--- src/rtl/traffic_intersection_ctrl_pkg.sv ---
// traffic_pkg: shared state encoding, lamp indices and phase-search helpers for the intersection controller.
package traffic_pkg;

    localparam int STATE_W = 2;

    typedef enum logic [STATE_W-1:0] {
        ST_GREEN,
        ST_YELLOW,
        ST_ALLRED,
        ST_FLASH
    } state_t;

    localparam int LAMP_GREEN  = 0;
    localparam int LAMP_YELLOW = 1;
    localparam int LAMP_RED    = 2;

    function automatic int max_dur(input int a, input int b, input int c);
        int m;
        m = (a > b) ? a : b;
        return (m > c) ? m : c;
    endfunction

    // Cyclic first-set-bit after cur; wraps back to cur itself last, falls back to cur+1.
    function automatic logic [2:0] next_phase(input logic [7:0] dem, input logic [2:0] cur, input int n);
        logic [2:0] nxt;
        logic       hit;
        int         idx;
        nxt = (int'(cur) == n - 1) ? 3'd0 : cur + 3'd1;
        hit = 1'b0;
        for (int k = 1; k <= 8; k++) begin
            idx = int'(cur) + k;
            idx = (idx >= n) ? idx - n : idx;
            if (k <= n && !hit && dem[idx[2:0]]) begin
                nxt = idx[2:0];
                hit = 1'b1;
            end
        end
        return nxt;
    endfunction

endpackage

--- src/rtl/traffic_intersection_ctrl_tick_prescaler.sv ---
// tick_prescaler: divides clk down to a one-cycle pulse every pTICK_DIV enabled cycles.
module tick_prescaler #(
    parameter int pTICK_DIV = 100
) (
    input  logic clk,
    input  logic rst_n,
    input  logic i_en,
    output logic o_sec_tick
);

    localparam int CW = $clog2(pTICK_DIV);

    logic [CW-1:0] r_cnt;

    assign o_sec_tick = i_en && (r_cnt == CW'(pTICK_DIV - 1));

    always_ff @(posedge clk or negedge rst_n) begin
        if (!rst_n)
            r_cnt <= '0;
        else if (i_en)
            r_cnt <= o_sec_tick ? '0 : r_cnt + 1'b1;
    end

endmodule

--- src/rtl/traffic_intersection_ctrl.sv ---
// traffic_intersection_ctrl: round-robin multi-phase light controller with demand skip and green hold; TRAFFIC_FLASH_EN adds flashing-yellow mode.
module traffic_intersection_ctrl
    import traffic_pkg::*;
#(
    parameter int pPHASE_NO   = 4,
    parameter int pTICK_DIV   = 100,
    parameter int pGREEN_SEC  = 14,
    parameter int pYELLOW_SEC = 2,
    parameter int pALLRED_SEC = 1,
    localparam int pCNT_WIDTH = ($clog2(max_dur(pGREEN_SEC, pYELLOW_SEC, pALLRED_SEC)) > 0) ?
                                $clog2(max_dur(pGREEN_SEC, pYELLOW_SEC, pALLRED_SEC)) : 1,
    localparam int PW = $clog2(pPHASE_NO)
) (
    input  logic                  clk,
    input  logic                  rst_n,
    input  logic                  i_en,
    input  logic [pPHASE_NO-1:0]  i_demand,
    input  logic                  i_flash_req,
    output logic [pPHASE_NO-1:0]  o_green,
    output logic [pPHASE_NO-1:0]  o_yellow,
    output logic [pPHASE_NO-1:0]  o_red,
    output logic [PW-1:0]         o_phase_idx,
    output logic [pCNT_WIDTH-1:0] o_countdown,
    output logic                  o_sec_tick
);

    localparam int N  = pPHASE_NO;
    localparam int CW = pCNT_WIDTH;

    logic              w_tick;
    state_t            r_state, w_state;
    logic [PW-1:0]     r_phase, w_phase, w_next;
    logic [CW-1:0]     r_cd, w_cd;
    logic [N-1:0]      r_green, r_yellow, r_red;
    logic [N-1:0]      w_green, w_yellow, w_red, w_self;
    logic [2:0]        w_lamp;
    logic              w_flash_on;

    tick_prescaler #(.pTICK_DIV(pTICK_DIV)) u_tick (
        .clk        (clk),
        .rst_n      (rst_n),
        .i_en       (i_en),
        .o_sec_tick (w_tick)
    );

    assign w_self = N'(1) << r_phase;
    assign w_next = PW'(next_phase(8'(i_demand), 3'(r_phase), pPHASE_NO));

`ifdef TRAFFIC_FLASH_EN
    assign w_flash_on = (r_state != ST_FLASH) ? 1'b1 : (w_tick ? ~r_yellow[0] : r_yellow[0]);
`else
    logic w_unused_flash;
    assign w_unused_flash = i_flash_req;
    assign w_flash_on     = 1'b0;
`endif

    always_comb begin
        w_state = r_state;
        w_phase = r_phase;
        w_cd    = r_cd;
        if (w_tick) begin
            if (r_cd != '0)
                w_cd = r_cd - 1'b1;
            else
                case (r_state)
                    ST_GREEN: begin
                        w_state = |(i_demand & ~w_self) ? ST_YELLOW : ST_GREEN;
                        w_cd    = |(i_demand & ~w_self) ? CW'(pYELLOW_SEC - 1) : CW'(pGREEN_SEC - 1);
                    end
                    ST_YELLOW: begin
                        w_state = ST_ALLRED;
                        w_cd    = CW'(pALLRED_SEC - 1);
                    end
                    ST_ALLRED: begin
                        w_state = ST_GREEN;
                        w_phase = w_next;
                        w_cd    = CW'(pGREEN_SEC - 1);
                    end
                    default: ;
                endcase
`ifdef TRAFFIC_FLASH_EN
            if (i_flash_req && r_state != ST_FLASH) begin
                w_state = ST_FLASH;
                w_cd    = '0;
            end else if (!i_flash_req && r_state == ST_FLASH) begin
                w_state = ST_ALLRED;
                w_cd    = CW'(pALLRED_SEC - 1);
            end
`endif
        end
    end

    // Lamps are derived from the next state so they register in step with it.
    always_comb begin
        w_green  = '0;
        w_yellow = '0;
        w_red    = '0;
        w_lamp   = '0;
        for (int i = 0; i < N; i++) begin
            w_lamp = '0;
            if (w_state == ST_FLASH)
                w_lamp[LAMP_YELLOW] = w_flash_on;
            else if (w_state == ST_ALLRED || PW'(i) != w_phase)
                w_lamp[LAMP_RED] = 1'b1;
            else if (w_state == ST_GREEN)
                w_lamp[LAMP_GREEN] = 1'b1;
            else
                w_lamp[LAMP_YELLOW] = 1'b1;
            w_green[i]  = w_lamp[LAMP_GREEN];
            w_yellow[i] = w_lamp[LAMP_YELLOW];
            w_red[i]    = w_lamp[LAMP_RED];
        end
    end

    always_ff @(posedge clk or negedge rst_n) begin
        if (!rst_n) begin
            r_state  <= ST_GREEN;
            r_phase  <= '0;
            r_cd     <= CW'(pGREEN_SEC - 1);
            r_green  <= N'(1);
            r_yellow <= '0;
            r_red    <= ~N'(1);
        end else if (i_en) begin
            r_state  <= w_state;
            r_phase  <= w_phase;
            r_cd     <= w_cd;
            r_green  <= w_green;
            r_yellow <= w_yellow;
            r_red    <= w_red;
        end
    end

    assign o_green     = r_green;
    assign o_yellow    = r_yellow;
    assign o_red       = r_red;
    assign o_phase_idx = r_phase;
    assign o_countdown = r_cd;
    assign o_sec_tick  = w_tick;

    a_no_green_yellow: assert property (@(posedge clk) disable iff (!rst_n) (r_green & r_yellow) == '0);

endmodule

--- config.mk ---
export PLATFORM = sky130hd
export DESIGN_NAME = traffic_intersection_ctrl
export DESIGN_NICKNAME = d
export VERILOG_FILES = /design/src/rtl/traffic_intersection_ctrl_pkg.sv /design/src/rtl/traffic_intersection_ctrl_tick_prescaler.sv /design/src/rtl/traffic_intersection_ctrl.sv
export SDC_FILE = /design/constraint.sdc
export NUM_CORES = 1
export LEC_CHECK = 0
export ABC_CLOCK_PERIOD_IN_PS = 4150
export BUFFER_PORTS_ARGS = -buffer_cell sky130_fd_sc_hd__buf_2
export CORE_MARGIN = 2
export CORE_UTILIZATION = 59
export DETAILED_ROUTE_END_ITERATION = 16
export GPL_TIMING_DRIVEN = 0
export PLACE_DENSITY = 0.83
export SLEW_MARGIN = 20
export SYNTH_ARGS = -nofsm -noshare
export SYNTH_HDL_FRONTEND = slang
export SYNTH_SLANG_ARGS = --single-unit
--- constraint.sdc ---
create_clock -name clk -period 4.15 [get_ports clk]
set_input_delay 1.245 -clock clk [delete_from_list [all_inputs] [get_ports clk]]
set_output_delay 1.245 -clock clk [all_outputs]
set_load 0.005 [all_outputs]
Word-level counts from Yosys, hierarchy flattened
Cells that the tools add are included.

operators by class
  reductions and logical operators = 18
  div/mod/pow operators = 0
  muxes and demuxes = 53
  multipliers = 0
  $lt $le $gt $ge = 8
  add/subtract/negate cells = 11
  bitwise gates (word level) = 2
  shift-type cells = 1
  eq/ne operators = 9

operator list
  cell                                                                                  count
  2-bit two-way mux                                                                     14
  1-bit two-way mux                                                                     26
  3-bit by 4-bit less-than comparator with 1-bit output (second input constant)         4
  1-bit binary-select mux with 3-bit select                                             4
  3-bit two-way mux                                                                     4
  4-bit one-hot mux with 3 select lines                                                 1
  3-bit subtractor (second input constant)                                              4
  3-bit greater-or-equal comparator (second input constant)                             3
  4-bit two-way mux                                                                     2
  4-bit nonzero test                                                                    2
  7-bit by 1-bit adder with 7-bit output (second input constant)                        1
  7-bit == test (second input constant)                                                 1
  7-bit two-way mux                                                                     1
  2-bit by 2-bit adder with 3-bit output (second input constant)                        2
  2-bit == test (second input constant)                                                 3
  2-bit one-hot mux with 3 select lines                                                 1
  2-bit by 3-bit adder with 4-bit output (second input constant)                        1
  4-bit bitwise AND                                                                     1
  2-bit by 1-bit == test with 1-bit output (second input constant)                      2
  4-bit by 3-bit greater-or-equal comparator with 1-bit output (second input constant)  1
  1-bit logical AND                                                                     4
  2-bit zero test                                                                       2
  1-bit logical OR                                                                      4
  2-bit != test (first input constant)                                                  2
  other kinds (10)                                                                      12

storage, ports and cells
  memory bits (read-only) = 0
  bits of input ports = 8
  register bits after elaboration = 27
  latch bits = 0
  memories kept = 0
  RAM bits = 0
  logic and storage cells = 109
  output and inout port bits = 19

Logic depth before layout (Yosys ltp)
Gate-level depths: netlist of run 1.

  word-level depth = 22
  mapped depth = 10
  depth with buffers taken out = 9

By module
A second synthesis of run 1 with hierarchy kept.

second synthesis, totals
  cell total of the unflattened synthesis = 180
  area, all modules = 1806.7 µm²

modules (own cells, without submodules)
  module                     area an instance (µm²)  seq. area each (µm²)  instances  cells an instance
  traffic_intersection_ctrl  1437.6                  509.2                 1          146
  tick_prescaler             369.1                   175.2                 1          34

Worst setup path after synthesis of run 1
OpenSTA, ideal clock, no wires.

  kind = in2out
  from = input i_en
  to = output o_sec_tick
  slack = 0.947 ns
  buffers on the path = 1
  stages on the path = 4
  arrival time = 1.958 ns
  cell sequence = nand3_1 or2_2 clkbuf_1 inv_1

on the way
  longest elaborated chain between the ends = 1

RTL lines
  item                RTL line                                        RTL
  start: declaration  traffic_intersection_ctrl.sv:16                 input logic i_en,
  1-bit logical AND   traffic_intersection_ctrl_tick_prescaler.sv:15  assign o_sec_tick = i_en && (r_cnt == CW'(pTICK_DIV - 1));
  end: declaration    traffic_intersection_ctrl.sv:24                 output logic o_sec_tick

No other way between the ends.

Worst setup path after layout of run 1
Same ends and word-level chain as after synthesis.

==> impl_metrics.env, run 1 <==
export IMPL_outcome="finished, final reports clean"
export IMPL_rrSetupSlack_ns=1.28
export IMPL_vdd_drop_max_uv=330
export IMPL_areaGrowthSynthToFinish_pct=12.0
export IMPL_cp_max_fo=7
export IMPL_cts_buffers=3
export IMPL_setup_viol=0
export IMPL_synth_area_um2=1600
export IMPL_slowest_stage="or2_2"
export IMPL_hold_class="flop to flop"
export IMPL_worstMarginPinSlew_ns=0.936
export IMPL_num_nets_final=212
export IMPL_ant_nets=0
export IMPL_final_hold_viol_count=0
export IMPL_rows=18
export IMPL_grt_pass1_wl_um=5500
export IMPL_port_buffers=25
export IMPL_critPathMaxStageDelay_ns=0.33
export IMPL_synth_top_area_share_pct=31.2
export IMPL_cpMostUsedCell="buf_2"
export IMPL_first_global_vias=1297
export IMPL_antenna_cells=0
export IMPL_via_count=1311
export IMPL_grt_max_degree=28
export IMPL_cp_start_kind="input pin"
export IMPL_cpLargestDelayFamily="buffers and inverters"
export IMPL_core_um2=2520
export IMPL_ctsHoldBuffers=0
export IMPL_routed_wl_um=3160
export IMPL_initial_core_util_pct=63.5
export IMPL_yosysTopAreaCell="dfrtp_1"
export IMPL_drive_gt1_share_pct=27.3
export IMPL_synth_top_family_by_area="compound AO/OA/AOI/OAI gates"
export IMPL_synth_area_per_cell_um2=9.71
export IMPL_fmax_mhz=278
export IMPL_final_cell_mix="buf_2, inv_1, dfrtp_1"
export IMPL_cts_sinks=27
export IMPL_ys_flop_type="dfrtp_1"
export IMPL_cap_violations=0
export IMPL_finalPower_w=0.000508
export IMPL_synth_simple_gate_area_share_pct=15.1
export IMPL_critPathKind="input pin to output port"
export IMPL_ys_ff_latch=27
export IMPL_htreeDepth=1
export IMPL_final_common_cell="buf_2"
export IMPL_finalCritPeriodShare_pct=86.8
export IMPL_synth_area_leaders="dfrtp_1, dfstp_2, ha_1"
export IMPL_grt_remaining_overflow=0
export IMPL_seqCellArea_um2=684
export IMPL_async_reset_ff_share_pct=100
export IMPL_synth_xor_area_share_pct=1.64
export IMPL_antenna_found_initial=0
export IMPL_insertion_delay_ns=0.32
export IMPL_multiInputGateArea_um2=818
export IMPL_leakage_nw=0.811
export IMPL_skew_ns=0.00103
export IMPL_fin_crit_ns=3.60
export IMPL_first_pass_iters=4
export IMPL_synth_nets=182
export IMPL_path_clk_slew_ns=0.15
export IMPL_final_cells=224
export IMPL_die_x_um=56.1
export IMPL_end_kind="output port"
export IMPL_rsz0062_at_grt="no"
export IMPL_slew_headroom_pct=36.0
export IMPL_ys_warn_count=0
export IMPL_grtUsageTotal_pct=21.4
export IMPL_yosysSeqAreaShare_pct=42.7
export IMPL_report_final_slew_viol_count=0
export IMPL_crit_arrival_ns=2.36
export IMPL_synth_cell_types=42
export IMPL_via_per_inst=5.85
export IMPL_cts_tree="built"
export IMPL_powerDensity_nw_per_um2=283
export IMPL_place_ws_ns=0.561
export IMPL_setup_tns_ns=0
export IMPL_place_inst=220
export IMPL_dieArea_um2=3150
export IMPL_die_h_um=56.1
export IMPL_fillers=182
export IMPL_wire_per_inst_um=14.1
export IMPL_crit_buf_inv=4
export IMPL_critPathRequiredTime_ns=2.90
export IMPL_hpwl_um=2390
export IMPL_io_pin_count=27
export IMPL_path_cells="buf_2 -> nand3_1 -> or2_2 -> clkbuf_1 -> inv_1 -> buf_2"
export IMPL_cts_resized_gates=0
export IMPL_drt_initial_drc_count=33
export IMPL_postCtsSetupRepairBufs=0
export IMPL_cts_root_buf="clkbuf_4"
export IMPL_synthMuxAreaShare_pct=8.04
export IMPL_synth_adder_area_share_pct=7.03
export IMPL_clockBufferDepth=2
export IMPL_place_congestion=0.865
export IMPL_fin_ws_ns=0.549
export IMPL_netlist_instances=165
export IMPL_synth_edf_count=0
export IMPL_synth_compound_area_share_pct=19.2
export IMPL_drc_errors=0
## worst paths after layout
check                                     from         endpoint  cells past startpoint
worst max-delay path                      i_en       o_sec_tick                      6
worst min-delay path                o_green[0]       o_green[0]                      2
worst max register to register  o_phase_idx[0]      o_yellow[0]                      9
worst min register to register      o_green[0]       o_green[0]                      2
max in group asynchronous                rst_n       o_green[0]                      1
min in group asynchronous                rst_n  u_tick.r_cnt[5]                      1
## where the power goes
group | internal (W) | total, W | switching (W)
sequential | 0.000288 | 0.000320 | 0.0000316
clock | 0.0000368 | 0.000119 | 0.0000819
combinational | 0.0000338 | 0.0000694 | 0.0000356
## registers in the layout, summed over array words and instances (netlist names)
signal	flops
o_green	4
r_state	2
u_tick.r_cnt	7
o_countdown	4
o_yellow	4
o_phase_idx	2
o_red	4
## cell usage after synthesis, drive strengths merged, types with 2 or more instances
| master | count |
|---|---|
| inv | 22 |
| dfrtp | 20 |
| nand2 | 12 |
| o21ai | 11 |
| nor2 | 10 |
| ha | 9 |
| a21oi | 8 |
| o32ai | 8 |
| dfstp | 7 |
| mux2i | 5 |
| nand3 | 5 |
| a31oi | 4 |
| nor3 | 4 |
| o41ai | 4 |
| mux2 | 3 |
| nor2b | 3 |
| or3 | 3 |
| buf | 2 |
| clkbuf | 2 |
| mux4 | 2 |
| nand4 | 2 |
| o31ai | 2 |
| or2 | 2 |
| or4 | 2 |
| xnor2 | 2 |
## cells by family after synthesis
kind of cell / Yosys count
buffers and inverters: 26
AND/OR/NAND/NOR: 45
flip-flops: 27
multiplexers: 10
adder cells (fa/ha/maj): 9
AO/OA/AOI/OAI: 45
XOR/XNOR: 3
## final cells by class
cell class | count | area share (%)
plain buffers | 4 | 0.976
multi-input cells | 112 | 45.6
clock inverters | 1 | 0.418
flip-flops and latches | 27 | 38.1
clock buffers | 3 | 1.25
repair buffers | 25 | 6.97
inverters | 22 | 4.60
well taps | 30 | 2.09
## worst min-delay path: cells and delay by family (launching register included)
kind | cells | cell delay, ns
buffers and inverters | 1 | 0.04
DFF | 1 | 0.40
AOI/OAI and AO/OA | 1 | 0.07
## routing by layer
layer	part of all wire [%]	vias up	wire, um	GRT usage, %
li1	-	655	-	-
met1	47	620	1500	28.8
met2	48	34	1520	36.6
met3	4.4	2	140	3.26
met4	0.25	0	8	4.08
met5	0	-	0	0
## through the flow
| stage | utilization [%] | hold slack [ns] | instance area (um^2) |
|---|---|---|---|
| after floorplan | - | 0.468 | 1600 |
| after global placement | 70.0 | 0.473 | 1770 |
| after detailed placement | 70.0 | 0.469 | 1770 |
| after CTS | 71.2 | 0.496 | 1800 |
| after global routing | 71.2 | 0.543 | 1800 |
| final | 71.2 | 0.493 | 1800 |
Power figures use the tool's default switching activity.
==> inputs of run 2 (changes only) <==
--- a/config.mk
+++ b/config.mk
@@ -12,6 +12,7 @@
 export DETAILED_ROUTE_END_ITERATION = 16
 export GPL_TIMING_DRIVEN = 0
 export PLACE_DENSITY = 0.83
+export RECOVER_POWER = 50
 export SLEW_MARGIN = 20
 export SYNTH_ARGS = -nofsm -noshare
 export SYNTH_HDL_FRONTEND = slang
==> impl_metrics.env, run 2 (synthesis gave the netlist of run 1 again) <==
export IMPL_outcome="finished, final reports clean"
export IMPL_insertion_delay_ns=0.32
export IMPL_top_register="u_tick.r_cnt"
export IMPL_crit_buf_inv=4
export IMPL_leakage_nw=0.792
export IMPL_critPathMaxStageDelay_ns=0.33
export IMPL_setup_tns_ns=0
export IMPL_path_cells="clkbuf_1 -> nand3_1 -> or2_2 -> clkbuf_1 -> inv_1 -> buf_2"
export IMPL_final_hold_viol_count=0
export IMPL_slowest_stage="or2_2"
export IMPL_rrSetupSlack_ns=1.26
export IMPL_cpLargestDelayFamily="buffers and inverters"
export IMPL_place_inst=220
export IMPL_cts_sinks=27
export IMPL_ant_nets=0
export IMPL_final_cells=224
export IMPL_die_h_um=56.1
export IMPL_fin_crit_ns=3.69
export IMPL_io_pin_count=27
export IMPL_via_count=1322
export IMPL_areaGrowthSynthToFinish_pct=11.3
export IMPL_routed_wl_um=3160
export IMPL_grt_pass1_wl_um=5500
export IMPL_postPlaceCellArea_um2=1770
export IMPL_num_nets_final=212
export IMPL_wire_per_inst_um=14.1
export IMPL_critPathRequiredTime_ns=2.90
export IMPL_first_pass_iters=4
export IMPL_htreeDepth=1
export IMPL_critPathKind="input pin to output port"
export IMPL_dieArea_um2=3150
export IMPL_antenna_found_initial=0
export IMPL_finalCritPeriodShare_pct=88.9
export IMPL_postCtsSetupRepairBufs=0
export IMPL_rows=18
export IMPL_slew_headroom_pct=7.60
export IMPL_antenna_cells=0
export IMPL_vdd_drop_max_uv=326
export IMPL_place_congestion=0.865
export IMPL_finalInstanceArea_um2=1780
export IMPL_fillers=186
export IMPL_r2r_end="o_yellow[0]"
export IMPL_grt_max_degree=28
export IMPL_finalPower_w=0.000508
export IMPL_hpwl_um=2390
export IMPL_drive_gt1_share_pct=24.2
export IMPL_cts_buffers=3
export IMPL_multiInputGateArea_um2=813
export IMPL_clockBufferDepth=2
export IMPL_first_global_vias=1297
export IMPL_cpMostUsedCell="clkbuf_1"
export IMPL_cp_start_kind="input pin"
export IMPL_drc_errors=0
export IMPL_crit_reg2reg_launch="o_phase_idx[0]"
export IMPL_cts_root_buf="clkbuf_4"
export IMPL_powerDensity_nw_per_um2=285
export IMPL_die_x_um=56.1
export IMPL_rsz0062_at_grt="no"
export IMPL_path_clk_slew_ns=0.15
export IMPL_ctsHoldBuffers=0
export IMPL_worstSetupPathDepth=6
export IMPL_cts_tree="built"
export IMPL_cap_violations=0
export IMPL_end_kind="output port"
export IMPL_final_common_cell="buf_2"
export IMPL_grt_remaining_overflow=0
export IMPL_reg2reg_depth=9
export IMPL_initial_core_util_pct=63.5
export IMPL_drt_initial_drc_count=28
export IMPL_crit_arrival_ns=2.44
export IMPL_hold_class="flop to flop"
export IMPL_largest_reg_flops=7
export IMPL_fmax_mhz=271
export IMPL_via_per_inst=5.90
export IMPL_final_cell_mix="buf_2, inv_1, dfrtp_1"
export IMPL_critPathLaunch="i_en"
export IMPL_worstMarginPinSlew_ns=1.39
export IMPL_seqCellArea_um2=684
export IMPL_setup_viol=0
export IMPL_core_um2=2520
export IMPL_cp_max_fo=7
export IMPL_report_final_slew_viol_count=0
export IMPL_port_buffers=25
export IMPL_endpoint="o_sec_tick"
export IMPL_cts_resized_gates=0
export IMPL_grtUsageTotal_pct=21.4
export IMPL_timing_hold_ws_ns=0.493
export IMPL_skew_ns=0.00147
-- run 2: worst min path at each step --
stage | startpoint | to | slack (ns) | depth (start not counted)
floorplan | o_green[0] | o_green[0] | 0.47 | 2
global placement | o_green[0] | o_green[0] | 0.47 | 2
detailed placement | o_green[0] | o_green[0] | 0.47 | 2
CTS | o_green[0] | o_green[0] | 0.50 | 2
global route | o_green[0] | o_green[0] | 0.54 | 2
finish | o_green[0] | o_green[0] | 0.49 | 2
-- run 2: layout make-up --
type	count	area share [%]
Sequential cell	27	38.4
Tap cell	30	2.10
Clock inverter	1	0.421
Inverter	22	4.63
Timing Repair Buffer	25	6.73
Clock buffer	3	1.26
Buffer	4	0.912
Multi-Input combinational cell	112	45.6
-- run 2: metal layers --
metal | up-vias | part of all wire [%] | track usage, %
met1 | 633 | 47 | 28.8
met2 | 34 | 48 | 36.6
met5 | - | 0 | 0
met4 | 0 | 0.25 | 4.08
li1 | 653 | - | -
met3 | 2 | 4.7 | 3.26
-- run 2: through the flow --
step           util [%]  worst slack [ns]
2_1_floorplan         -             0.947
3_3_place_gp       70.0             0.576
3_5_place_dp       70.0             0.561
4_1_cts            71.2             0.559
5_1_grt            70.7             0.330
6_report           70.7             0.462
-- run 2: power breakdown --
group | total (W) | internal (W) | switching [W] | leakage (nW)
clock | 0.000119 | 0.0000368 | 0.0000822 | 0.0139
sequential | 0.000320 | 0.000288 | 0.0000313 | 0.325
combinational | 0.0000689 | 0.0000333 | 0.0000356 | 0.453
-- run 2: tightest hold or removal path: stages, from the launching register on --
cell and delay [ns]:
dfstp_2 0.40, inv_1 0.04, o32ai_1 0.07
==> inputs of run 3 (changes only) <==
--- a/config.mk
+++ b/config.mk
@@ -7,11 +7,12 @@
 export LEC_CHECK = 0
 export ABC_CLOCK_PERIOD_IN_PS = 4150
 export BUFFER_PORTS_ARGS = -buffer_cell sky130_fd_sc_hd__buf_2
+export CELL_PAD_IN_SITES_DETAIL_PLACEMENT = 0
+export CELL_PAD_IN_SITES_GLOBAL_PLACEMENT = 1
 export CORE_MARGIN = 2
-export CORE_UTILIZATION = 59
+export CORE_UTILIZATION = 46
 export DETAILED_ROUTE_END_ITERATION = 16
-export GPL_TIMING_DRIVEN = 0
-export PLACE_DENSITY = 0.83
+export PLACE_DENSITY_LB_ADDON = 0.1
 export RECOVER_POWER = 50
 export SLEW_MARGIN = 20
 export SYNTH_ARGS = -nofsm -noshare
==> impl_metrics.env, run 3 (synthesis gave the netlist of run 1 again) <==
export IMPL_path_cells="clkbuf_1 -> nand3_1 -> or2_2 -> inv_1 -> buf_2"
export IMPL_place_congestion=0.853
export IMPL_hold_class="flop to flop"
export IMPL_initial_core_util_pct=48.0
export IMPL_antenna_found_initial=0
export IMPL_place_inst=233
export IMPL_fin_crit_ns=3.46
export IMPL_slowest_stage="or2_2"
export IMPL_io_pin_count=27
export IMPL_cts_resized_gates=0
export IMPL_final_hold_viol_count=0
export IMPL_insertion_delay_ns=0.33
export IMPL_port_buffers=25
export IMPL_first_global_vias=1222
export IMPL_reg2reg_depth=8
export IMPL_timing_hold_ws_ns=0.496
export IMPL_cts_tree="built"
export IMPL_clockBufferDepth=2
export IMPL_drc_errors=0
export IMPL_end_kind="output port"
export IMPL_rows=21
export IMPL_wire_per_inst_um=14.0
export IMPL_dieArea_um2=3970
export IMPL_via_count=1322
export IMPL_final_cell_mix="buf_2, inv_1, dfrtp_1"
export IMPL_setup_viol=0
export IMPL_slew_headroom_pct=2.04
export IMPL_die_h_um=63.0
export IMPL_cts_buffers=3
export IMPL_drt_initial_drc_count=104
export IMPL_drive_gt1_share_pct=24.6
export IMPL_fmax_mhz=289
export IMPL_cts_root_buf="clkbuf_4"
export IMPL_first_pass_iters=4
export IMPL_path_clk_slew_ns=0.15
export IMPL_finalCritPeriodShare_pct=83.4
export IMPL_ant_nets=0
export IMPL_critPathMaxStageDelay_ns=0.41
export IMPL_areaGrowthSynthToFinish_pct=11.7
export IMPL_setup_tns_ns=0
export IMPL_critPathRequiredTime_ns=2.90
export IMPL_cp_max_fo=7
export IMPL_core_um2=3340
export IMPL_critPathKind="input pin to output port"
export IMPL_grt_remaining_overflow=0
export IMPL_skew_ns=0.00264
export IMPL_outcome="finished, final reports clean"
export IMPL_hpwl_um=2400
export IMPL_cap_violations=0
export IMPL_rrSetupSlack_ns=1.15
export IMPL_leakage_nw=0.794
export IMPL_grt_pass1_wl_um=5640
export IMPL_die_x_um=63.0
export IMPL_cp_start_kind="input pin"
export IMPL_antenna_cells=0
export IMPL_report_final_slew_viol_count=0
export IMPL_grtUsageTotal_pct=17.6
export IMPL_top_register="u_tick.r_cnt"
export IMPL_rsz0062_at_grt="no"
export IMPL_routed_wl_um=3320
export IMPL_vdd_drop_max_uv=135
export IMPL_cts_sinks=27
export IMPL_grt_max_degree=28
export IMPL_ctsHoldBuffers=0
export IMPL_hold_depth=2
export IMPL_final_cells=237
export IMPL_postCtsSetupRepairBufs=0
export IMPL_final_common_cell="buf_2"
export IMPL_largest_reg_flops=7
export IMPL_worstMarginPinSlew_ns=1.47
export IMPL_num_nets_final=209
export IMPL_via_per_inst=5.58
export IMPL_crit_arrival_ns=2.21
export IMPL_powerDensity_nw_per_um2=283
export IMPL_htreeDepth=1
==> run 3: cell count changes in the layout (fill, tap and decap cells not counted), sizes merged <==
cell      before  now
buf           22   23
clkbuf        10    7
clkinvlp       1    0
==> run 3: layer usage <==
layer	wire, um	share of wire [%]	GRT usage [%]
met3	109	3.3	1.80
met5	0	0	0
met2	1610	48	29.8
met1	1550	47	23.6
met4	47	1.4	5.83
==> run 3: worst paths after layout <==
check,from,to
setup / recovery,i_en,o_sec_tick
hold / removal,o_green[0],o_green[0]
setup reg to reg,o_phase_idx[0],o_yellow[0]
hold reg to reg,o_green[0],o_green[0]
max in group asynchronous,rst_n,r_state[1]
min in group asynchronous,rst_n,u_tick.r_cnt[6]
==> run 3: stage by stage <==
stage / util (%) / setup WS (ns) / area, um^2 / total power [W]
2_1_floorplan: - / 0.947 / 1600 / 0.000368
3_3_place_gp: 53.2 / 0.699 / 1780 / 0.000390
3_5_place_dp: 53.2 / 0.689 / 1780 / 0.000397
4_1_cts: 54.0 / 0.691 / 1800 / 0.000514
5_1_grt: 53.7 / 0.586 / 1790 / 0.000539
6_report: 53.7 / 0.691 / 1790 / 0.000507
==> run 3: report_power, final <==
part,internal [W],leakage (nW),switching (W)
sequential,0.000288,0.325,0.0000315
combinational,0.0000332,0.454,0.0000356
clock,0.0000378,0.0150,0.0000810
==> run 3: worst max-delay path: cells and delay by family <==
| family | cells | cell delay [ns] |
|---|---|---|
| simple gates | 2 | 0.60 |
| buf+inv | 3 | 0.37 |
==> run 3: cell type report <==
type	count	area [um^2]
timing repair buffer	26	126
multi-input combinational	112	813
fill	329	1550
clock buffer	4	26.3
sequential	27	684
inverter	22	82.6
tap	46	57.6
